<file path="src/rtl/mdu_iter.sv">
// Iterative RV32M multiply/divide unit: one bit per clock, fixed XLEN+1 cycle latency.
// Define MDU_DIV_EN to build the restoring divider; otherwise divide ops return 0 after one cycle.
module mdu_iter #(
  parameter int unsigned XLEN = 32
) (
  input  logic            clk,
  input  logic            reset,
  input  logic            start,
  input  logic [2:0]      funct3,
  input  logic [XLEN-1:0] src_a,
  input  logic [XLEN-1:0] src_b,
  output logic            busy,
  output logic            done,
  output logic [XLEN-1:0] result
);

  localparam int unsigned   CW       = $clog2(XLEN + 1);
  localparam logic [CW-1:0] CNT_INIT = CW'(XLEN);
  localparam logic [CW-1:0] CNT_LAST = CW'(1);

  localparam logic [1:0] S_IDLE = 2'd0;
  localparam logic [1:0] S_RUN  = 2'd1;
  localparam logic [1:0] S_FIX  = 2'd2;

  logic [1:0]        state_q, state_d;
  logic [CW-1:0]     cnt_q, cnt_d;
  logic [2:0]        op_q, op_d;
  logic              neg_q, neg_d;
  logic [2*XLEN-1:0] acc_q, acc_d;
  logic [XLEN-1:0]   opb_q, opb_d;
  logic [XLEN-1:0]   result_q, result_d;
  logic              busy_q, busy_d;
  logic              done_q, done_d;

  logic            a_sgn, b_sgn, a_neg, b_neg;
  logic [XLEN-1:0] mag_a, mag_b;
  logic [XLEN-1:0] acc_hi, acc_lo;

  // MULHSU treats only src_a as signed; the U variants treat neither.
  always_comb begin
    a_sgn = funct3[2] ? ~funct3[0] : (funct3[1:0] != 2'b11);
    b_sgn = funct3[2] ? ~funct3[0] : ~funct3[1];
    a_neg = a_sgn & src_a[XLEN-1];
    b_neg = b_sgn & src_b[XLEN-1];
    mag_a = a_neg ? -src_a : src_a;
    mag_b = b_neg ? -src_b : src_b;
  end

  assign acc_hi = acc_q[2*XLEN-1:XLEN];
  assign acc_lo = acc_q[XLEN-1:0];

  // Multiply: acc = {partial, multiplier}; add multiplicand on LSB, shift right with carry.
  logic [XLEN:0]     mul_sum;
  logic [2*XLEN-1:0] mul_acc;
  logic [2*XLEN-1:0] step_acc;

  assign mul_sum = acc_lo[0] ? ({1'b0, acc_hi} + {1'b0, opb_q}) : {1'b0, acc_hi};
  assign mul_acc = {mul_sum, acc_lo[XLEN-1:1]};

  logic [2*XLEN-1:0] prod;
  logic [XLEN-1:0]   mul_res;
  logic [XLEN-1:0]   fix_res;

  assign prod    = neg_q ? -acc_q : acc_q;
  assign mul_res = (op_q[1:0] == 2'b00) ? prod[XLEN-1:0] : prod[2*XLEN-1:XLEN];

`ifdef MDU_DIV_EN
  logic sa_q, sa_d;
  logic bz_q, bz_d;

  // Divide: acc = {remainder, dividend/quotient}; quotient bits shift in at the bottom.
  logic [XLEN:0]     div_shl;
  logic              div_ge;
  logic [XLEN-1:0]   div_sub;
  logic [2*XLEN-1:0] div_acc;
  logic [XLEN-1:0]   quot, rem;

  assign div_shl = {acc_hi, acc_lo[XLEN-1]};
  assign div_ge  = div_shl >= {1'b0, opb_q};
  assign div_sub = div_shl[XLEN-1:0] - opb_q;
  assign div_acc = div_ge ? {div_sub, acc_lo[XLEN-2:0], 1'b1}
                          : {div_shl[XLEN-1:0], acc_lo[XLEN-2:0], 1'b0};

  assign step_acc = op_q[2] ? div_acc : mul_acc;

  // Divide-by-zero leaves |a| in the remainder, so only the quotient needs forcing;
  // min-int / -1 falls out of the magnitude datapath unchanged.
  assign quot    = bz_q ? '1 : (neg_q ? -acc_lo : acc_lo);
  assign rem     = sa_q ? -acc_hi : acc_hi;
  assign fix_res = op_q[2] ? (op_q[1] ? rem : quot) : mul_res;
`else
  assign step_acc = mul_acc;
  assign fix_res  = op_q[2] ? '0 : mul_res;
`endif

  always_comb begin
    state_d  = state_q;
    cnt_d    = cnt_q;
    op_d     = op_q;
    neg_d    = neg_q;
    acc_d    = acc_q;
    opb_d    = opb_q;
    result_d = result_q;
    busy_d   = busy_q;
    done_d   = 1'b0;
`ifdef MDU_DIV_EN
    sa_d     = sa_q;
    bz_d     = bz_q;
`endif
    case (state_q)
      S_IDLE: begin
        if (start) begin
          op_d   = funct3;
          cnt_d  = CNT_INIT;
          busy_d = 1'b1;
          neg_d  = a_neg ^ b_neg;
          if (funct3[2]) begin
`ifdef MDU_DIV_EN
            opb_d   = mag_b;
            acc_d   = {{XLEN{1'b0}}, mag_a};
            sa_d    = a_neg;
            bz_d    = (src_b == '0);
            state_d = S_RUN;
`else
            state_d = S_FIX;
`endif
          end else begin
            opb_d   = mag_a;
            acc_d   = {{XLEN{1'b0}}, mag_b};
            state_d = S_RUN;
          end
        end
      end
      S_RUN: begin
        acc_d = step_acc;
        cnt_d = cnt_q - CNT_LAST;
        if (cnt_q == CNT_LAST) state_d = S_FIX;
      end
      S_FIX: begin
        result_d = fix_res;
        done_d   = 1'b1;
        busy_d   = 1'b0;
        state_d  = S_IDLE;
      end
      default: state_d = S_IDLE;
    endcase
  end

  always_ff @(posedge clk or posedge reset) begin
    if (reset) begin
      state_q  <= S_IDLE;
      cnt_q    <= '0;
      op_q     <= '0;
      neg_q    <= 1'b0;
      acc_q    <= '0;
      opb_q    <= '0;
      result_q <= '0;
      busy_q   <= 1'b0;
      done_q   <= 1'b0;
`ifdef MDU_DIV_EN
      sa_q     <= 1'b0;
      bz_q     <= 1'b0;
`endif
    end else begin
      state_q  <= state_d;
      cnt_q    <= cnt_d;
      op_q     <= op_d;
      neg_q    <= neg_d;
      acc_q    <= acc_d;
      opb_q    <= opb_d;
      result_q <= result_d;
      busy_q   <= busy_d;
      done_q   <= done_d;
`ifdef MDU_DIV_EN
      sa_q     <= sa_d;
      bz_q     <= bz_d;
`endif
    end
  end

  assign busy   = busy_q;
  assign done   = done_q;
  assign result = result_q;

endmodule
</file>
<file path="config.mk">
export PLATFORM = sky130hd
export DESIGN_NAME = mdu_iter
export DESIGN_NICKNAME = d
export VERILOG_FILES = /design/src/rtl/mdu_iter.sv
export SDC_FILE = /design/constraint.sdc
export NUM_CORES = 1
export LEC_CHECK = 0
export ABC_CLOCK_PERIOD_IN_PS = 5850
export BUFFER_PORTS_ARGS = -buffer_cell sky130_fd_sc_hd__buf_2
export CAP_MARGIN = 40
export CORE_MARGIN = 4
export CORE_UTILIZATION = 51
export CTS_CLUSTER_SIZE = 28
export DETAILED_ROUTE_END_ITERATION = 8
export PLACE_DENSITY = 0.7
export SYNTH_ARGS = -nofsm -noshare
export SYNTH_HDL_FRONTEND = slang
export SYNTH_SLANG_ARGS = --single-unit
</file>
<file path="constraint.sdc">
create_clock -name clk -period 5.85 [get_ports clk]
set_input_delay 0.585 -clock clk [delete_from_list [all_inputs] [get_ports clk]]
set_output_delay 0.585 -clock clk [all_outputs]
set_load 0.02 [all_outputs]
</file>
## Yosys cells after proc, flatten, opt, wreduce, memory -nomap -nowiden

Index checks and enable logic that the tools add are counted.

| storage, ports and cells | value |
|---|---|
| logic and storage cells | 57 |
| input bits | 70 |
| output and inout bits | 34 |
| register bits after elaboration | 142 |

| cells by class | value |
|---|---|
| reductions and logical operators | 10 |
| equal/unequal tests | 7 |
| bitwise logic cells | 6 |
| muxes and demuxes | 20 |
| $add $sub $neg | 5 |

Operators by type and width:

| cell | count |
|---|---|
| 64-bit two-way mux | 3 |
| 32-bit two-way mux | 4 |
| 64-bit case mux with 2 select lines | 1 |
| 32-bit negation | 2 |
| 64-bit negation | 1 |
| 32-bit by 32-bit adder with 33-bit output | 1 |
| 33-bit two-way mux | 1 |
| 6-bit case mux with 2 select lines | 1 |
| 2-bit != test, second input constant | 4 |
| 2-bit AND reduction | 4 |
| 6-bit by 1-bit == test with 1-bit output, second input constant | 1 |
| 2-bit two-way mux | 3 |
| 6-bit two-way mux | 1 |
| 3-bit AND reduction | 2 |
| 6-bit by 1-bit subtractor with 6-bit output, second input constant | 1 |
| 2-bit zero test | 2 |
| 1-bit two-way mux | 4 |
| 2-bit case mux with 2 select lines | 1 |
| 2-bit nonzero test | 2 |
| 1-bit NOT | 3 |
| 1-bit bitwise AND | 2 |
| 2-bit by 1-bit == test with 1-bit output, second input constant | 1 |
| 2-bit == test, second input constant | 1 |
| 1-bit case mux with 2 select lines | 1 |
| 1-bit bitwise XOR | 1 |

## Depth between registers and ports, before layout

Gate-level depths: netlist of run 1.

| logic depth | value |
|---|---|
| word-level depth | 7 |
| mapped depth | 13 |
| depth with buffers taken out | 12 |

## Worst setup path before layout of run 1

OpenSTA, ideal clock, no wires.

| timing | value |
|---|---|
| path type | input to register |
| from | input port src_b[17] |
| to | register acc_q[29] |
| path buffers | 0 |
| data required time | 5.774 ns |
| cell stages on the path | 8 |
| arrival | 2.868 ns |
| setup time | 0.076 ns |
| path slack | 2.905 ns |
| cells stage by stage | or4_4 > or3_4 > or4_4 > or4b_4 > o31ai_4 > xnor2_1 > nor2_1 > o21ai_1 |

| on the way | value |
|---|---|
| cells in the longest elaborated chain, start to end | 5 |

RTL lines:

| item | RTL line | text |
|---|---|---|
| start: declaration | 11 | `input logic [XLEN-1:0] src_b,` |
| 32-bit negation | 46 | `mag_b = b_neg ? -src_b : src_b;` |
| 32-bit two-way mux | 46 |  |
| 64-bit two-way mux | 117 | `if (funct3[2]) begin` |
| 64-bit two-way mux | 112 | `if (start) begin` |
| 64-bit case mux with 2 select lines | 110 | `case (state_q)` |
| end signal: assignment | 155 | `acc_q <= '0;` |
| end signal: assignment | 169 | `acc_q <= acc_d;` |
| end: declaration | 29 | `logic [2*XLEN-1:0] acc_q, acc_d;` |

No other way between the ends. The select of a mux whose other input is x is not followed.
A chain may end at the register's enable or synchronous reset.

## Final worst setup path of run 1

| timing | value |
|---|---|
| from | register acc_q[32] |
| to | register acc_q[63] |

| on the way | value |
|---|---|
| cells in the longest elaborated chain, start to end | 3 |

RTL lines:

| item | RTL line | text |
|---|---|---|
| 32-bit by 32-bit adder with 33-bit output | 57 | `assign mul_sum = acc_lo[0] ? ({1'b0, acc_hi} + {1'b0, opb_q}) : {1'b0, acc_hi};` |
| 33-bit two-way mux | 57 |  |
| 64-bit case mux with 2 select lines | 110 |  |

No other way between the ends.

==> flow_summary.toml, run 1 <==
[outcome]
outcome = "finished clean"

[layout]
multi_input_area_sq_mm = 0.00642
fillers = 1742
post-route-util_pct = 59.2
drive_gt1_share_pct = 13.6
finalNetCount = 1429
insertedDiodeCount = 0
area_of_all_sequential_standard_cells_sq_mm = 0.00355
area_delta_synth_final_pct = 12.7

[worst_setup_path]
end_kind = "flip-flop"
regToRegStartpoint = "acc_q[32]$_DFFE_PP0P_"
cpPeakStageDelay_ns = 0.68
cp_slowest_cell = "sky130_fd_sc_hd__o41ai_1"
cp_cell_sequence = "ha_1, inv_1, fa_1, nor2b_1, o211ai_1, a31oi_1, nor2_1, o41ai_1, a31o_2, a31o_2, a311oi_1, o21ai_0"
timing.critical_path.to = "acc_q[63]$_DFFE_PP0P_"
critical_path_peak_fanout = 6
crit_required_ns = 6.20
cp-startpoint = "acc_q[32]$_DFFE_PP0P_"
r2r_slack_ns = 2.51
timing.critical_path.mode_cell = "sky130_fd_sc_hd__a31o_2"
critPathLaunchType = "flip-flop"
critPathKind = "flip-flop to flip-flop"
cp.arrival_ns = 3.68
timing.reg2reg.worst_path_depth = 12
r2r_end = "acc_q[63]$_DFFE_PP0P_"

[timing]
post-route-period-util_pct = 57.0
timing.final.crit_period_ns = 3.34
finalMaxSlewViolations = 0
maxClockFrequency_mhz = 300
fin_worst_skew_ns = 0.00753
setup_viol = 0
rsz_0062_raised_after_global_routing = "no"
tightestPinTransition_ns = 0.907
fin_setup_tns_ns = 0
finalHoldViolCount = 0
max-slew-margin-rel_pct = 39.5

[synthesis]
netlist-cell-type-count = 69
ys_seq_area_share_pct = 34.3
postSynthCellCount = 1263
ys_async_sr_fraction_pct = 100
synth_area_sq_mm = 0.0104
ffs_latches_synth = 142
syn-num-nets = 1371
ys.warnings.count = 0
post_synth.cell_area_avg_sq_um = 8.21
synthDominantCellAreaShare_pct = 34.3
ys_dominant_reg_cell = "sky130_fd_sc_hd__dfrtp_1"
synth_enable_flop_cells = 0
synthDominantAreaCellType = "sky130_fd_sc_hd__dfrtp_1"
post_synth_main_area_contributors = "sky130_fd_sc_hd__dfrtp_1 34%, sky130_fd_sc_hd__o21ai_0 8.2%, sky130_fd_sc_hd__xor2_1 7.5%, sky130_fd_sc_hd__nand2_1 6.9%, sky130_fd_sc_hd__ha_1 4.5%"

[floorplanning]
floorplan.rows = 51
fp.dieH_um = 151
dieWidth_um = 151
core-area_sq_mm = 0.0197
initial_core_util_pct = 52.6
die_area_sq_mm = 0.0227
io_pins = 104

[placed_design]
gp_routability_congestion = 0.961
dp.final_hpwl_um = 22700
port_buffers = 103

[cts]
max-clock-path-buffers = 2
cts.reportedPaths.clkPinSlew_ns = 0.06
cts_num_sinks = 142
cts.root.buffer_cell = "sky130_fd_sc_hd__clkbuf_16"
tritoncts_clock_tree = "yes"
cts_made_buffers = 17
ctsResizeCount = 0
hold_fix_buffers_at_cts = 0
cts_setup_buffers = 0
insertion_delay_ns = 0.43
cts-htree-levels = 4

[route]
viasPerCell = 6.11
detail_route.wl_per_cell_um = 19.1
drt_pass1_iterations = 6
initialDrtViolationCount = 1162
postRouteWirelength_um = 30500
vias = 9770
detail-route-antenna-nets = 0
drc = 0

[power_and_ir_drop]
worst_ir_drop_vdd_mv = 0.262
total_leakage_power_nw = 5.11
powerDensity_mw_per_mm2 = 548
p_total_mw = 6.40

[grt]
grt_start_max_net_pins = 91
grt_remaining_overflow = 0
global_route_wire_length_before_repair_um = 50600
antenna_found_initial = 0
grt_use_total_pct = 28.1
via_count_of_the_first_global_routing_pass = 9325

[hold_path]
hold_path_class = "primary input to asynchronous set/reset pin"

[run]
max_cap_violations = 0
==> cell usage after synthesis, types with 5 or more instances <==
cell and count:
sky130_fd_sc_hd__nor2b_1 6, sky130_fd_sc_hd__or2_2 7, sky130_fd_sc_hd__a21o_1 10, sky130_fd_sc_hd__ha_1 37
sky130_fd_sc_hd__a22oi_1 15, sky130_fd_sc_hd__or4_1 9, sky130_fd_sc_hd__nor3_1 29, sky130_fd_sc_hd__nor2_1 74
sky130_fd_sc_hd__o221ai_1 12, sky130_fd_sc_hd__or3_1 16, sky130_fd_sc_hd__xor2_1 89, sky130_fd_sc_hd__a31oi_1 5
sky130_fd_sc_hd__o22ai_1 6, sky130_fd_sc_hd__nand2b_1 10, sky130_fd_sc_hd__dfrtp_1 142, sky130_fd_sc_hd__o31ai_1 30
sky130_fd_sc_hd__a211oi_1 8, sky130_fd_sc_hd__nand3_1 19, sky130_fd_sc_hd__xnor2_1 51, sky130_fd_sc_hd__nor4_1 13
sky130_fd_sc_hd__nand2_1 190, sky130_fd_sc_hd__a21oi_1 83, sky130_fd_sc_hd__mux2i_1 19, sky130_fd_sc_hd__clkbuf_1 70
sky130_fd_sc_hd__o21ai_0 169, sky130_fd_sc_hd__a32oi_1 8, sky130_fd_sc_hd__nand4_1 6, sky130_fd_sc_hd__o41ai_1 16
sky130_fd_sc_hd__or4_4 6, sky130_fd_sc_hd__o211ai_1 12, sky130_fd_sc_hd__inv_1 29
==> cell type report <==
cell class | instances | area share [%]
Timing Repair Buffer | 115 | 5.64
Inverter | 29 | 0.975
Clock inverter | 14 | 1.45
Clock buffer | 18 | 3.67
Tap cell | 265 | 2.84
Sequential cell | 142 | 30.4
Multi-Input combinational cell | 1016 | 55.0
==> layout by cell type (no fill, tap or decap), types with 5 or more instances in the layout <==
cell type                    instances
sky130_fd_sc_hd__nand2_1           189
sky130_fd_sc_hd__o21ai_0           169
sky130_fd_sc_hd__dfrtp_1           141
sky130_fd_sc_hd__buf_2             103
sky130_fd_sc_hd__xor2_1             89
sky130_fd_sc_hd__a21oi_1            83
sky130_fd_sc_hd__nor2_1             74
sky130_fd_sc_hd__xnor2_1            51
sky130_fd_sc_hd__ha_1               37
sky130_fd_sc_hd__o31ai_1            30
sky130_fd_sc_hd__nor3_1             29
sky130_fd_sc_hd__inv_1              28
sky130_fd_sc_hd__nand3_1            19
sky130_fd_sc_hd__mux2i_1            19
sky130_fd_sc_hd__clkbuf_16          17
sky130_fd_sc_hd__or3_1              16
sky130_fd_sc_hd__o41ai_1            16
sky130_fd_sc_hd__a22oi_1            15
sky130_fd_sc_hd__nor4_1             13
sky130_fd_sc_hd__o211ai_1           12
sky130_fd_sc_hd__o221ai_1           12
sky130_fd_sc_hd__nand2b_1           10
sky130_fd_sc_hd__a21o_1             10
sky130_fd_sc_hd__or4_1               9
sky130_fd_sc_hd__buf_4               9
sky130_fd_sc_hd__a211oi_1            8
sky130_fd_sc_hd__a32oi_1             8
sky130_fd_sc_hd__or2_2               7
sky130_fd_sc_hd__nand4_1             6
sky130_fd_sc_hd__or4_4               6
sky130_fd_sc_hd__o22ai_1             6
sky130_fd_sc_hd__nor2b_1             5
sky130_fd_sc_hd__a31oi_1             5
sky130_fd_sc_hd__clkinvlp_4          5
==> where the power goes <==
group | switching (mW) | internal, mW | leakage [nW]
Sequential | 0.607 | 1.39 | 1.80
Clock | 0.448 | 0.669 | 0.278
Combinational | 2.00 | 1.29 | 3.03
==> layer usage <==
metal	vias up	track usage (%)	routed length, um
li1	4676	-	-
met1	4645	41.1	13800
met2	406	42.5	13800
met3	43	5.00	2330
met4	0	8.55	619
met5	-	0	0
==> flip-flops by register name, summed over array words and instances, names as in the netlist <==
register and flops:
op_q 3, opb_q 32, state_q 2, busy 1, result 32, done 1, acc_q 64, neg_q 1
cnt_q 6
==> worst min path at each step <==
stage,from,to,slack [ns],depth (start not counted)
3_5_place_dp,result[21]$_DFFE_PP0P_,result[21]$_DFFE_PP0P_,0.47,2
2_1_floorplan,cnt_q[5]$_DFFE_PP0P_,cnt_q[5]$_DFFE_PP0P_,0.45,1
6_report,reset,acc_q[19]$_DFFE_PP0P_,0.06,2
4_1_cts,reset,acc_q[19]$_DFFE_PP0P_,0.06,2
3_3_place_gp,busy$_DFFE_PP0P_,busy$_DFFE_PP0P_,0.46,2
5_1_grt,reset,acc_q[19]$_DFFE_PP0P_,0.07,2
==> through the flow <==
stage                     cell area [sq um]  setup WS, ns  instances  hold slack (ns)
final                                 11700          2.51       1599           0.0606
after global routing                  11700          2.23       1599           0.0677
after CTS                             11700          2.57       1599           0.0593
after detailed placement              11100          2.39       1567            0.474
after global placement                11000          2.37       1564            0.459
after floorplan                       10400          1.46       1263            0.446
==> critical path, delay by kind of cell, from the launching register on <==
kind	cells	cell delay (ns)
AOI/OAI and AO/OA	7	1.76
adders and majority gates	2	0.62
buffers and inverters	1	0.07
DFF	1	0.47
and+or+nand+nor	2	0.35
==> logic make-up after synthesis <==
family	synth area share, %
AND/OR/NAND/NOR	19.0
buffers and inverters	3.85
multiplexers	1.94
XOR/XNOR	11.8
flip-flops	34.3
adder cells (fa/ha/maj)	4.66
AO/OA/AOI/OAI	24.4
Note: power is estimated with default switching activity, not from simulation.
==> run 2, diff against run 1 <==
--- a/config.mk
+++ b/config.mk
@@ -5,14 +5,14 @@
 export SDC_FILE = /design/constraint.sdc
 export NUM_CORES = 1
 export LEC_CHECK = 0
-export ABC_CLOCK_PERIOD_IN_PS = 5850
+export ABC_CLOCK_PERIOD_IN_PS = 2900
 export BUFFER_PORTS_ARGS = -buffer_cell sky130_fd_sc_hd__buf_2
 export CAP_MARGIN = 40
 export CORE_MARGIN = 4
 export CORE_UTILIZATION = 51
 export CTS_CLUSTER_SIZE = 28
 export DETAILED_ROUTE_END_ITERATION = 8
-export PLACE_DENSITY = 0.7
+export PLACE_DENSITY = 0.73
 export SYNTH_ARGS = -nofsm -noshare
 export SYNTH_HDL_FRONTEND = slang
 export SYNTH_SLANG_ARGS = --single-unit
==> constraint.sdc (replaced) <==
create_clock -name clk -period 2.9 [get_ports clk]
set_input_delay 0.29 -clock clk [delete_from_list [all_inputs] [get_ports clk]]
set_output_delay 0.29 -clock clk [all_outputs]
set_load 0.02 [all_outputs]
==> flow_summary.toml, run 2 (synthesis results as in run 1) <==
[outcome]
outcome = "finished clean"

[floorplanning]
dieWidth_um = 151
floorplan.rows = 51
core-area_sq_mm = 0.0197
die_area_sq_mm = 0.0227
initial_core_util_pct = 52.6
io_pins = 104
fp.dieH_um = 151

[placed_design]
dp.final_hpwl_um = 24200
gp_routability_congestion = 0.983
port_buffers = 103
place_area_sq_mm = 0.0118

[timing]
fin_worst_skew_ns = 0.00718
tightestPinTransition_ns = 0.862
final.hold.worst_slack_ns = 0.0841
setup_viol = 0
fin_setup_tns_ns = 0
finalHoldViolCount = 0
timing.final.crit_period_ns = 2.90
maxClockFrequency_mhz = 345
max-slew-margin-rel_pct = 42.6
post-route-period-util_pct = 99.9
rsz_0062_raised_after_global_routing = "yes"
finalMaxSlewViolations = 0

[hold_path]
hold_path_class = "primary input to flip-flop"

[layout]
insertedDiodeCount = 0
largest-register = "acc_q"
finalNetCount = 1538
area_delta_synth_final_pct = 22.6
fillers = 1604
final_cell_mix = "189 x sky130_fd_sc_hd__nand2_1, 161 x sky130_fd_sc_hd__o21ai_0, 140 x sky130_fd_sc_hd__dfrtp_1, 115 x sky130_fd_sc_hd__buf_4, 103 x sky130_fd_sc_hd__buf_2"
design_area_sq_mm = 0.0127
largest_reg_flops = 64
drive_gt1_share_pct = 22.1
multi_input_area_sq_mm = 0.00662
post-route-util_pct = 64.5
most_frequent_standard_cell_in_the_layout_excluding_fill_and_tap_cells = "sky130_fd_sc_hd__nand2_1"
area_of_all_sequential_standard_cells_sq_mm = 0.00356

[cts]
insertion_delay_ns = 0.43
max-clock-path-buffers = 2
cts_made_buffers = 17
cts-htree-levels = 4
cts.reportedPaths.clkPinSlew_ns = 0.06
cts_num_sinks = 142
tritoncts_clock_tree = "yes"
cts.root.buffer_cell = "sky130_fd_sc_hd__clkbuf_16"

[worst_setup_path]
critPathKind = "flip-flop to flip-flop"
cp.arrival_ns = 3.17
end_kind = "flip-flop"
crit_required_ns = 3.17
critPathLaunchType = "flip-flop"
critical_path_peak_fanout = 5

[grt]
antenna_found_initial = 1
grt_remaining_overflow = 0
grt_use_total_pct = 28.4
global_route_wire_length_before_repair_um = 50900
via_count_of_the_first_global_routing_pass = 9485
grt_start_max_net_pins = 65

[route]
vias = 10248
initialDrtViolationCount = 1091
viasPerCell = 6.00
detail-route-antenna-nets = 0
drc = 0
detail_route.wl_per_cell_um = 18.6
postRouteWirelength_um = 31700
drt_pass1_iterations = 8

[power_and_ir_drop]
worst_ir_drop_vdd_mv = 0.507
total_leakage_power_nw = 5.69
powerDensity_mw_per_mm2 = 1110
p_total_mw = 14.1

[run]
max_cap_violations = 0
## run 2: critical path: stages, from the launching register on
cell,delay [ns]
sky130_fd_sc_hd__dfrtp_1,0.37
sky130_fd_sc_hd__or4_4,0.57
sky130_fd_sc_hd__nor4b_4,0.39
sky130_fd_sc_hd__nand3_2,0.16
sky130_fd_sc_hd__or4_4,0.45
sky130_fd_sc_hd__nand2b_4,0.20
sky130_fd_sc_hd__o31ai_2,0.28
sky130_fd_sc_hd__xor2_1,0.17
sky130_fd_sc_hd__o221ai_1,0.13
## run 2: metrics by stage
step / setup WS (ns) / instances
after CTS: -0.0218 / 1700
after detailed placement: -0.0490 / 1665
final: 0.00172 / 1708
after global routing: -0.0887 / 1708
after global placement: 0.0248 / 1662
after floorplan: 0.0640 / 1263
## run 2: path summary, 6_finish.rpt
check	start	to	slack (ns)	cells past startpoint
worst max-delay path	acc_q[17]$_DFFE_PP0P_	result[31]$_DFFE_PP0P_	0.002	8
worst min-delay path	funct3[0]	op_q[0]$_DFFE_PP0P_	0.08	3
worst max register to register	acc_q[17]$_DFFE_PP0P_	result[31]$_DFFE_PP0P_	0.002	8
worst min register to register	result[8]$_DFFE_PP0P_	result[8]$_DFFE_PP0P_	0.48	1
max in group asynchronous	reset	opb_q[14]$_DFFE_PP0P_	1.85	5
min in group asynchronous	reset	acc_q[19]$_DFFE_PP0P_	0.32	3
## run 2: what timing repair did
action,CTS,global route
buffers inserted,2,8
pin swaps,3,27
resized for setup,3,41
endpoints found under the hold margin,4,0
endpoints found under the setup margin,7,24
hold buffers,1,0
## run 2: report_power, final
part	total [mW]	internal (mW)	leakage (nW)	switching (mW)
clock	2.24	1.39	0.285	0.850
sequential	3.65	2.80	1.80	0.844
combinational	8.18	3.32	3.60	4.86
total	14.1	7.52	5.69	6.55
## run 2: layer usage
metal	part of all wire (%)	wire length (um)	global-route usage (%)
met3	8.7	2760	5.96
met1	45	14300	41.9
met4	2.2	700	8.37
met2	44	14000	41.8
met5	0.035	11	0
## run 2: layout make-up
| class | count | share of cell area (%) |
|---|---|---|
| tap | 265 | 2.61 |
| timing repair buffer | 224 | 11.8 |
| inverter | 29 | 0.886 |
| clock buffer | 21 | 3.62 |
| multi-input combinational | 1016 | 52.0 |
| sequential | 142 | 28.0 |
| clock inverter | 11 | 1.10 |
